===== config.mk =====
export PLATFORM = sky130hd
export DESIGN_NAME = mmio_uart_tx
export DESIGN_NICKNAME = d
export VERILOG_FILES = /design/src/rtl/uart_mmio_pkg.sv /design/src/rtl/sync_fifo.sv /design/src/rtl/mmio_uart_tx.sv
export SDC_FILE = /design/constraint.sdc
export NUM_CORES = 1
export LEC_CHECK = 0
export ABC_AREA = 1
export CAP_MARGIN = 20
export CORE_UTILIZATION = 55
export DETAILED_ROUTE_END_ITERATION = 16
export PLACE_DENSITY = 0.84
export SYNTH_ARGS = -nofsm -noshare
export SYNTH_HDL_FRONTEND = slang
export SYNTH_SLANG_ARGS = --single-unit

===== constraint.sdc =====
create_clock -name clk -period 4.45 [get_ports clk]
set_input_delay 0.6675 -clock clk [delete_from_list [all_inputs] [get_ports clk]]
set_output_delay 0.6675 -clock clk [all_outputs]
set_load 0.02 [all_outputs]

===== src/rtl/uart_mmio_pkg.sv =====
// uart_mmio_pkg: register map, field indices and shifter state type for mmio_uart_tx
package uart_mmio_pkg;
  localparam logic [1:0] TXDATA_OFF = 2'd0;
  localparam logic [1:0] STATUS_OFF = 2'd1;
  localparam logic [1:0] DIVISOR_OFF = 2'd2;
  localparam logic [1:0] CTRL_OFF = 2'd3;
  localparam int ST_FULL = 0;
  localparam int ST_EMPTY = 1;
  localparam int ST_BUSY = 2;
  localparam int ST_OVF = 3;
  localparam int ST_CNT_LO = 4;
  localparam int CTRL_EN = 0;
  localparam int CTRL_IRQ_EN = 1;
  typedef enum logic [1:0] {IDLE, START, DATA, STOP} tx_state_t;
endpackage


===== src/rtl/sync_fifo.sv =====
// sync_fifo: single-clock FIFO; a push while full is accepted only alongside a pop
module sync_fifo #(
  parameter int WIDTH = 8,
  parameter int DEPTH = 8,
  localparam int AW = $clog2(DEPTH)
) (
  input  logic             clk,
  input  logic             rst,
  input  logic             push,
  input  logic             pop,
  input  logic [WIDTH-1:0] din,
  output logic [WIDTH-1:0] dout,
  output logic             full,
  output logic             empty,
  output logic [AW:0]      count
);
  logic [WIDTH-1:0] mem_q [DEPTH];
  logic [WIDTH-1:0] mem_d [DEPTH];
  logic [AW-1:0] wp_q, wp_d, rp_q, rp_d;
  logic [AW:0] cnt_q, cnt_d;
  logic do_push, do_pop;
  assign full = cnt_q == (AW+1)'(DEPTH);
  assign empty = cnt_q == '0;
  assign count = cnt_q;
  assign dout = mem_q[rp_q];
  always_comb begin
    do_pop = pop & ~empty;
    do_push = push & (~full | do_pop);
    mem_d = mem_q;
    if (do_push) mem_d[wp_q] = din;
    wp_d = do_push ? wp_q + AW'(1) : wp_q;
    rp_d = do_pop ? rp_q + AW'(1) : rp_q;
    cnt_d = cnt_q + (AW+1)'(do_push) - (AW+1)'(do_pop);
  end
  always_ff @(posedge clk) begin
    if (rst) begin
      wp_q <= '0;
      rp_q <= '0;
      cnt_q <= '0;
    end else begin
      wp_q <= wp_d;
      rp_q <= rp_d;
      cnt_q <= cnt_d;
    end
  end
  always_ff @(posedge clk) mem_q <= mem_d;
endmodule


===== src/rtl/mmio_uart_tx.sv =====
// mmio_uart_tx: memory-mapped 8N1 UART transmitter with TX FIFO and level irq
module mmio_uart_tx import uart_mmio_pkg::*; #(
  parameter int CLK_DIV_DEFAULT = 434,
  parameter int FIFO_DEPTH = 8
) (
  input  logic        clk,
  input  logic        rst,
  input  logic        sel,
  input  logic        memRead,
  input  logic        memWrite,
  input  logic [31:0] address,
  input  logic [31:0] writeData,
  output logic [31:0] readData,
  output logic        tx,
  output logic        irq
);
  localparam int CW = $clog2(FIFO_DEPTH) + 1;
  tx_state_t state_q, state_d;
  logic [15:0] cnt_q, cnt_d, div_q, div_d, div_eff;
  logic [2:0] bit_q, bit_d;
  logic [7:0] sh_q, sh_d, fifo_dout;
  logic tx_q, tx_d, irq_q, irq_d, en_q, en_d, irq_en_q, irq_en_d, ovf_q, ovf_d;
  logic wr, rd, push, pop, full, empty, busy, tick, go;
  logic [CW-1:0] fifo_cnt;
  logic [3:0] cnt_sat;
  logic [31:0] status;
  logic [1:0] off;
  logic unused_bits;
  assign unused_bits = ^{address[31:4], address[1:0], writeData[31:16]};
  assign tx = tx_q;
  assign irq = irq_q;
  sync_fifo #(.WIDTH(8), .DEPTH(FIFO_DEPTH)) u_fifo (
    .clk(clk),
    .rst(rst),
    .push(push),
    .pop(pop),
    .din(writeData[7:0]),
    .dout(fifo_dout),
    .full(full),
    .empty(empty),
    .count(fifo_cnt)
  );
  always_comb begin
    off = address[3:2];
    wr = sel & memWrite;
    rd = sel & memRead;
    push = wr & (off == TXDATA_OFF);
    div_d = (wr & (off == DIVISOR_OFF)) ? writeData[15:0] : div_q;
    en_d = (wr & (off == CTRL_OFF)) ? writeData[CTRL_EN] : en_q;
    irq_en_d = (wr & (off == CTRL_OFF)) ? writeData[CTRL_IRQ_EN] : irq_en_q;
    ovf_d = (push & full & ~pop) | (ovf_q & ~(wr & (off == STATUS_OFF) & writeData[ST_OVF]));
    irq_d = irq_en_q & empty & ~busy;
    cnt_sat = (32'(fifo_cnt) > 32'd15) ? 4'hf : 4'(fifo_cnt);
    status = '0;
    status[ST_FULL] = full;
    status[ST_EMPTY] = empty;
    status[ST_BUSY] = busy;
    status[ST_OVF] = ovf_q;
    status[ST_CNT_LO +: 4] = cnt_sat;
    readData = ~rd ? '0 :
               (off == STATUS_OFF) ? status :
               (off == DIVISOR_OFF) ? {16'h0, div_q} :
               (off == CTRL_OFF) ? {30'h0, irq_en_q, en_q} : '0;
  end
  always_comb begin
    div_eff = (div_q == 16'd0) ? 16'd1 : div_q;
    tick = cnt_q == 16'd1;
    go = en_q & ~empty;
    state_d = state_q;
    cnt_d = (state_q == IDLE) ? cnt_q : cnt_q - 16'd1;
    bit_d = bit_q;
    sh_d = sh_q;
    pop = 1'b0;
    case (state_q)
      IDLE: if (go) begin
        state_d = START;
        pop = 1'b1;
        sh_d = fifo_dout;
        cnt_d = div_eff;
      end
      START: if (tick) begin
        state_d = DATA;
        bit_d = 3'd0;
        cnt_d = div_eff;
      end
      DATA: if (tick) begin
        state_d = (bit_q == 3'd7) ? STOP : DATA;
        bit_d = bit_q + 3'd1;
        sh_d = sh_q >> 1;
        cnt_d = div_eff;
      end
      STOP: if (tick) begin
        state_d = go ? START : IDLE;
        pop = go;
        sh_d = go ? fifo_dout : sh_q;
        cnt_d = div_eff;
      end
    endcase
  end
  always_comb begin
    busy = state_q != IDLE;
    tx_d = (state_d == START) ? 1'b0 : (state_d == DATA) ? sh_d[0] : 1'b1;
  end
  always_ff @(posedge clk) begin
    if (rst) begin
      state_q <= IDLE;
      cnt_q <= '0;
      bit_q <= '0;
      sh_q <= '0;
      tx_q <= 1'b1;
      irq_q <= 1'b0;
      div_q <= 16'(CLK_DIV_DEFAULT);
      en_q <= 1'b1;
      irq_en_q <= 1'b0;
      ovf_q <= 1'b0;
    end else begin
      state_q <= state_d;
      cnt_q <= cnt_d;
      bit_q <= bit_d;
      sh_q <= sh_d;
      tx_q <= tx_d;
      irq_q <= irq_d;
      div_q <= div_d;
      en_q <= en_d;
      irq_en_q <= irq_en_d;
      ovf_q <= ovf_d;
    end
  end
endmodule


[Word-level counts from Yosys, hierarchy flattened]
Index checks and enable logic that the tools add are counted.
Word-level totals
  output and inout bits: 34
  latch bits: 0
  logic and storage cells: 114
  memory bits (writable): 0
  memories kept: 0
  memory bits (read-only): 0
  bits of input ports: 69
  flip-flop bits (word level): 124
Cells by class
  equality and inequality tests: 14
  $add $sub $neg: 6
  muxes and demuxes: 34
  divide/modulo/power cells: 0
  order comparisons: 3
  bitwise operators: 24
  reduce and logical (&&, ||, !) cells: 11
  shifts and indexed selects: 0
  multiply operators: 0
Operators with widths (count)
  $mux 16: 7
  $bwmux 64: 1
  $mux 8: 6
  $pmux 16 s2: 1
  $bmux 8 s3: 1
  $demux 8 s3: 1
  $pmux 8 s3: 1
  $eq 16x1->1 const B: 1
  $logic_not 16->1: 1
  $sub 16x1->16 const B: 1
  $and 1x1->1: 15
  $eq 2x2->1 const B: 5
  $mux 2: 5
  $add 3x1->3 const B: 3
  $ge 4x4->1 const B: 2
  $not 3->4: 2
  $pmux 2 s4: 1
  $eq 2x1->1 const B: 3
  $mux 1: 6
  $mux 3: 2
  $ne 2x2->1 const B: 3
  $pmux 3 s2: 1
  $reduce_and 3->1: 2
  $not 1->1: 5
  other kinds (13): 16

[Longest topological paths before layout]
  depth after elaboration: 10
  mapped depth: 16
  depth with buffers taken out: 16

[Hierarchy]
From an unflattened synthesis, not the netlist that was laid out.
Unflattened totals
  cell total of the unflattened synthesis: 745
  area, all modules: 6311.1 µm²
By module, submodules not included
  sync_fifo: cells an instance 282, seq. area each 2122.0 µm², times used 1, area an instance 3159.3 µm²
  mmio_uart_tx: cells an instance 463, seq. area each 1001.0 µm², times used 1, area an instance 3151.8 µm²

[Worst setup path before layout]
No wires, ideal clock.
  path type: register to register
  start: register state_q[1]
  end: register u_fifo.cnt_q[2], in the netlist u_fifo.count[2]
  data required time: 4.322 ns
  setup time: 0.128 ns
  cell stages (with the launch flop): 14
  period minus slack after synthesis: 2.340 ns
  path buffers: 0
  arrival: 2.212 ns
  slack: 2.110 ns
  cells stage by stage: dfxtp_1 inv_1 ha_1 inv_2 nand2_1 nand4_4 inv_1 ha_1 inv_1 ha_1 inv_1 fa_1 xor2_1 nor2_1
Between the ends
  word-level cells in the longest chain between the ends: 7
  elaborated cells on any way between the ends: 8
  those cells by class: add/sub: 2; eq/ne: 1; mux: 1; bitwise: 3; reduce/logical: 1
RTL lines
  from (decl): line mmio_uart_tx.sv:18  | tx_state_t state_q, state_d;
  from (signal assigned): line mmio_uart_tx.sv:117  | state_q <= state_d;
  $eq 2x2->1 / $logic_not 2->1 (equally long branches): line mmio_uart_tx.sv:74  | case (state_q)
  $pmux 1 s2 *: line mmio_uart_tx.sv:74
  $and 1x1->1 *: line sync_fifo.sv:27  | do_pop = pop & ~empty;
  net u_fifo.do_pop: line sync_fifo.sv:21  | logic do_push, do_pop;
  $or 1x1->1: line sync_fifo.sv:28  | do_push = push & (~full | do_pop);
  $and 1x1->1: line sync_fifo.sv:28
  $add 4x1->4: line sync_fifo.sv:33  | cnt_d = cnt_q + (AW+1)'(do_push) - (AW+1)'(do_pop);
  $sub 4x1->4 *: line sync_fifo.sv:33
  to (signal assigned): line sync_fifo.sv:43  | cnt_q <= cnt_d;
  to (decl): line sync_fifo.sv:20  | logic [AW:0] cnt_q, cnt_d;
Mark *: on every way through the listed nets, which the timed path passes. The rest lies on a longest branch.
A chain may end at the register's enable or synchronous reset.

[Worst setup path after layout]
  start: input port address[2]
  end: output port readData[2]
Between the ends
  word-level cells in the longest chain between the ends: 4
  elaborated cells on any way between the ends: 5
  those cells by class: eq/ne: 2; mux: 3
RTL lines
  from (decl): line mmio_uart_tx.sv:11  | input logic [31:0] address,
  $eq 2x2->1: line mmio_uart_tx.sv:62  | (off == DIVISOR_OFF) ? {16'h0, div_q} :
  $mux 16: line mmio_uart_tx.sv:62
  $mux 16 *: line mmio_uart_tx.sv:61  | (off == STATUS_OFF) ? status :
  $mux 16 *: line mmio_uart_tx.sv:60  | readData = ~rd ? '0 :
  to (decl): line mmio_uart_tx.sv:13  | output logic [31:0] readData,
Every way passes the cells marked *; elsewhere a longest branch is shown, timed or not.

==> flow_summary.toml <==
[yosys]
synth_area_leaders = "edfxtp_1 32%, dfxtp_1 20%, nand2_1 8.7%"
muxShareOfSynthArea = 0
ys_warn_count = 0
synth_top_family_by_area = "simple AND/OR/NAND/NOR gates"
yosysTopAreaCellShare = 0.319
synth_xor_area_frac = 0.0160
ys_seq_elements = 124
synth_compound_area_frac = 0.106
seq_area_frac_synth = 0.518
yosysTopAreaCell = "edfxtp_1"
synth_fa_ha_area_frac = 0.0386
synth-main-ff-cell = "edfxtp_1"
synthSimpleGateAreaFrac = 0.252
synth.distinct_cells = 39
synth_edf_count = 64
synthArstFlopShare = 0
syn_inst = 712
netlist_area_um2 = 6030
syn_avg_cell_area_um2 = 8.47

[timing]
setup_viol = 0
report.final.slew_viol_count = 0
finalCritPeriodShare = 0.764
post-route-min-period_ps = 3400
hold_viol = 0
finClkSkew_ps = 8.68
tightest_slew_ps = 962
tns_ps = 0
fin_ws_ps = 1050
grt_setup_unrepaired = "false"
clock.fmax_mhz = 294
maxSlewHeadroom = 0.358
holdWs_ps = 469

[setup_path]
critPathRequiredTime_ps = 3780
r2r_cells = 8
end_kind = "output pin"
worstReg2RegEnd = "u_fifo.mem_q[28]"
endpoint = "readData[2]"
crit_path_max_fanout = 9
r2r_slack_ps = 1470
startpoint_type = "input port"
crit_start = "address[2]"
criticalPathCategory = "input port to output pin"
timing.rr.start = "u_fifo.count[2]"
cp.arrival_ps = 2730

[layout]
multi_input_comb_area_um2 = 2540
regArea_um2 = 3120
syn_to_final_growth_pct = 17.0
n_fill_cell = 785
n_antenna_cell = 0
stdcell_count = 899
nets = 837
drive_gt1_frac = 0.0799
final_common_cell = "nand2_1"
final_cell_mix = "140 x nand2_1, 119 x nor2_1, 64 x edfxtp_1, 60 x dfxtp_1, 57 x o21ai_0"

[place]
pre_cts_slack_ps = 1080
port_buffers = 40
dp.cells = 867
routabilityCongestion = 0.878
dp_hpwl_mm = 9.11

[route]
viasPerCell = 5.67
routed_wl_mm = 14.2
drt_drc_violations_left = 0
vias = 5099
drt-initial-drc-count = 447
drt_first_pass_iters = 9
post_drt_wl_per_cell_um = 15.8
antenna_left = 0

[die]
rows = 37
pin_count = 103
start_util = 0.576
dieHeight_um = 107
die_area_um2 = 11400
core_um2 = 10500
die_width_um = 107

[hold_path]
hold_class = "flip-flop to flip-flop"

[clocking]
cts_tree = "done"
cts_resized = 0
hold_buffers = 0
root_buffer = "clkbuf_8"
clkLatencyLatePin_ps = 540
clockBufferDepth = 2
cts.sinks = 124
clkTransAtPathRegs_ps = 60
cts_setup_buffers = 0
numCtsBuffers = 17
htree_levels = 4

[run]
max_cap_viol_count = 0

[status]
status = "finished clean"

[pwr]
power.leakage_uw = 0.00275
powerDensity_nw_per_um2 = 566
vdd_ir_drop_max_v = 0.000323

[global_route]
grt_pass1_vias = 4838
antenna_found_initial = 0
grt_use_total = 0.269
grt_max_degree = 35
grt-ovfl-total = 0
grt_pass1_wl_mm = 23.1
==> sequential cells by signal, indices dropped and copies added (netlist names) <==
signal        cells
cnt_q            16
ovf_q             1
irq               1
state_q           2
u_fifo.rp_q       3
tx                1
div_q            16
bit_q             3
u_fifo.wp_q       3
u_fifo.count      4
sh_q              8
u_fifo.mem_q     64
en_q              1
irq_en_q          1
==> Yosys cell counts (2+ instances only) <==
cell / count
nand2_1: 140
o21ai_0: 57
nor4_1: 6
nor3_1: 10
nor2_1: 119
ha_1: 17
inv_2: 5
xor2_1: 6
nor2_4: 2
nor2_2: 8
a31oi_1: 4
nand3_1: 42
dfxtp_1: 60
buf_2: 7
a21oi_1: 46
xnor2_1: 5
o21ai_2: 2
edfxtp_1: 64
a211oi_1: 2
clkbuf_1: 15
inv_1: 46
buf_4: 18
o22ai_1: 2
nand2_4: 4
o211ai_1: 4
nand4_1: 6
nand2_2: 3
==> cell families after synthesis <==
kind of cell	Yosys count
and+or+nand+nor	347
DFF	124
AOI/OAI and AO/OA	120
buffers and inverters	91
adders and majority gates	18
xor gates and xnor gates	11
other	1
==> power by group <==
| group | internal [µW] | switching (µW) |
|---|---|---|
| sequential | 1310 | 112 |
| combinational | 390 | 800 |
| clock | 882 | 492 |
==> area by class of cell <==
| cell class | count | area share |
|---|---|---|
| clock inverters | 10 | 0.0197 |
| inverters | 51 | 0.0271 |
| clock buffers | 22 | 0.0642 |
| repair buffers | 44 | 0.0610 |
| flip-flops and latches | 124 | 0.443 |
| multi-input cells | 512 | 0.361 |
| well taps | 136 | 0.0241 |
==> worst min-delay path by stage <==
stage,cells after the start,slack [ps],start,endpoint
floorplan,2,440,irq_en_q,irq
global placement,2,450,bit_q[1],bit_q[1]
detailed placement,2,470,bit_q[2],bit_q[2]
CTS,2,480,bit_q[2],bit_q[2]
global route,2,500,bit_q[2],bit_q[2]
finish,2,470,bit_q[2],bit_q[2]
==> metal layers <==
layer	vias to the layer above	global-route usage	part of all wire
li1	2427	-	-
met5	-	0	0
met4	0	0.175	0.035
met1	2358	0.333	0.40
met2	272	0.421	0.48
met3	42	0.0608	0.089
==> per-stage QoR <==
step / power (µW) / util / cell area (µm²)
3_3_place_gp: 2540 / 0.617 / 6460
6_report: 3990 / 0.674 / 7050
5_1_grt: 4200 / 0.674 / 7050
4_1_cts: 3980 / 0.674 / 7050
2_1_floorplan: 2330 / - / 6090
3_5_place_dp: 2590 / 0.617 / 6460
==> worst max-delay path: stages <==
cell	delay (ps)
clkdlybuf4s50_1	540
inv_1	50
nor2_1	450
nand2_1	100
a21oi_1	260
clkdlybuf4s50_1	660
(Power assumes the default switching activity.)
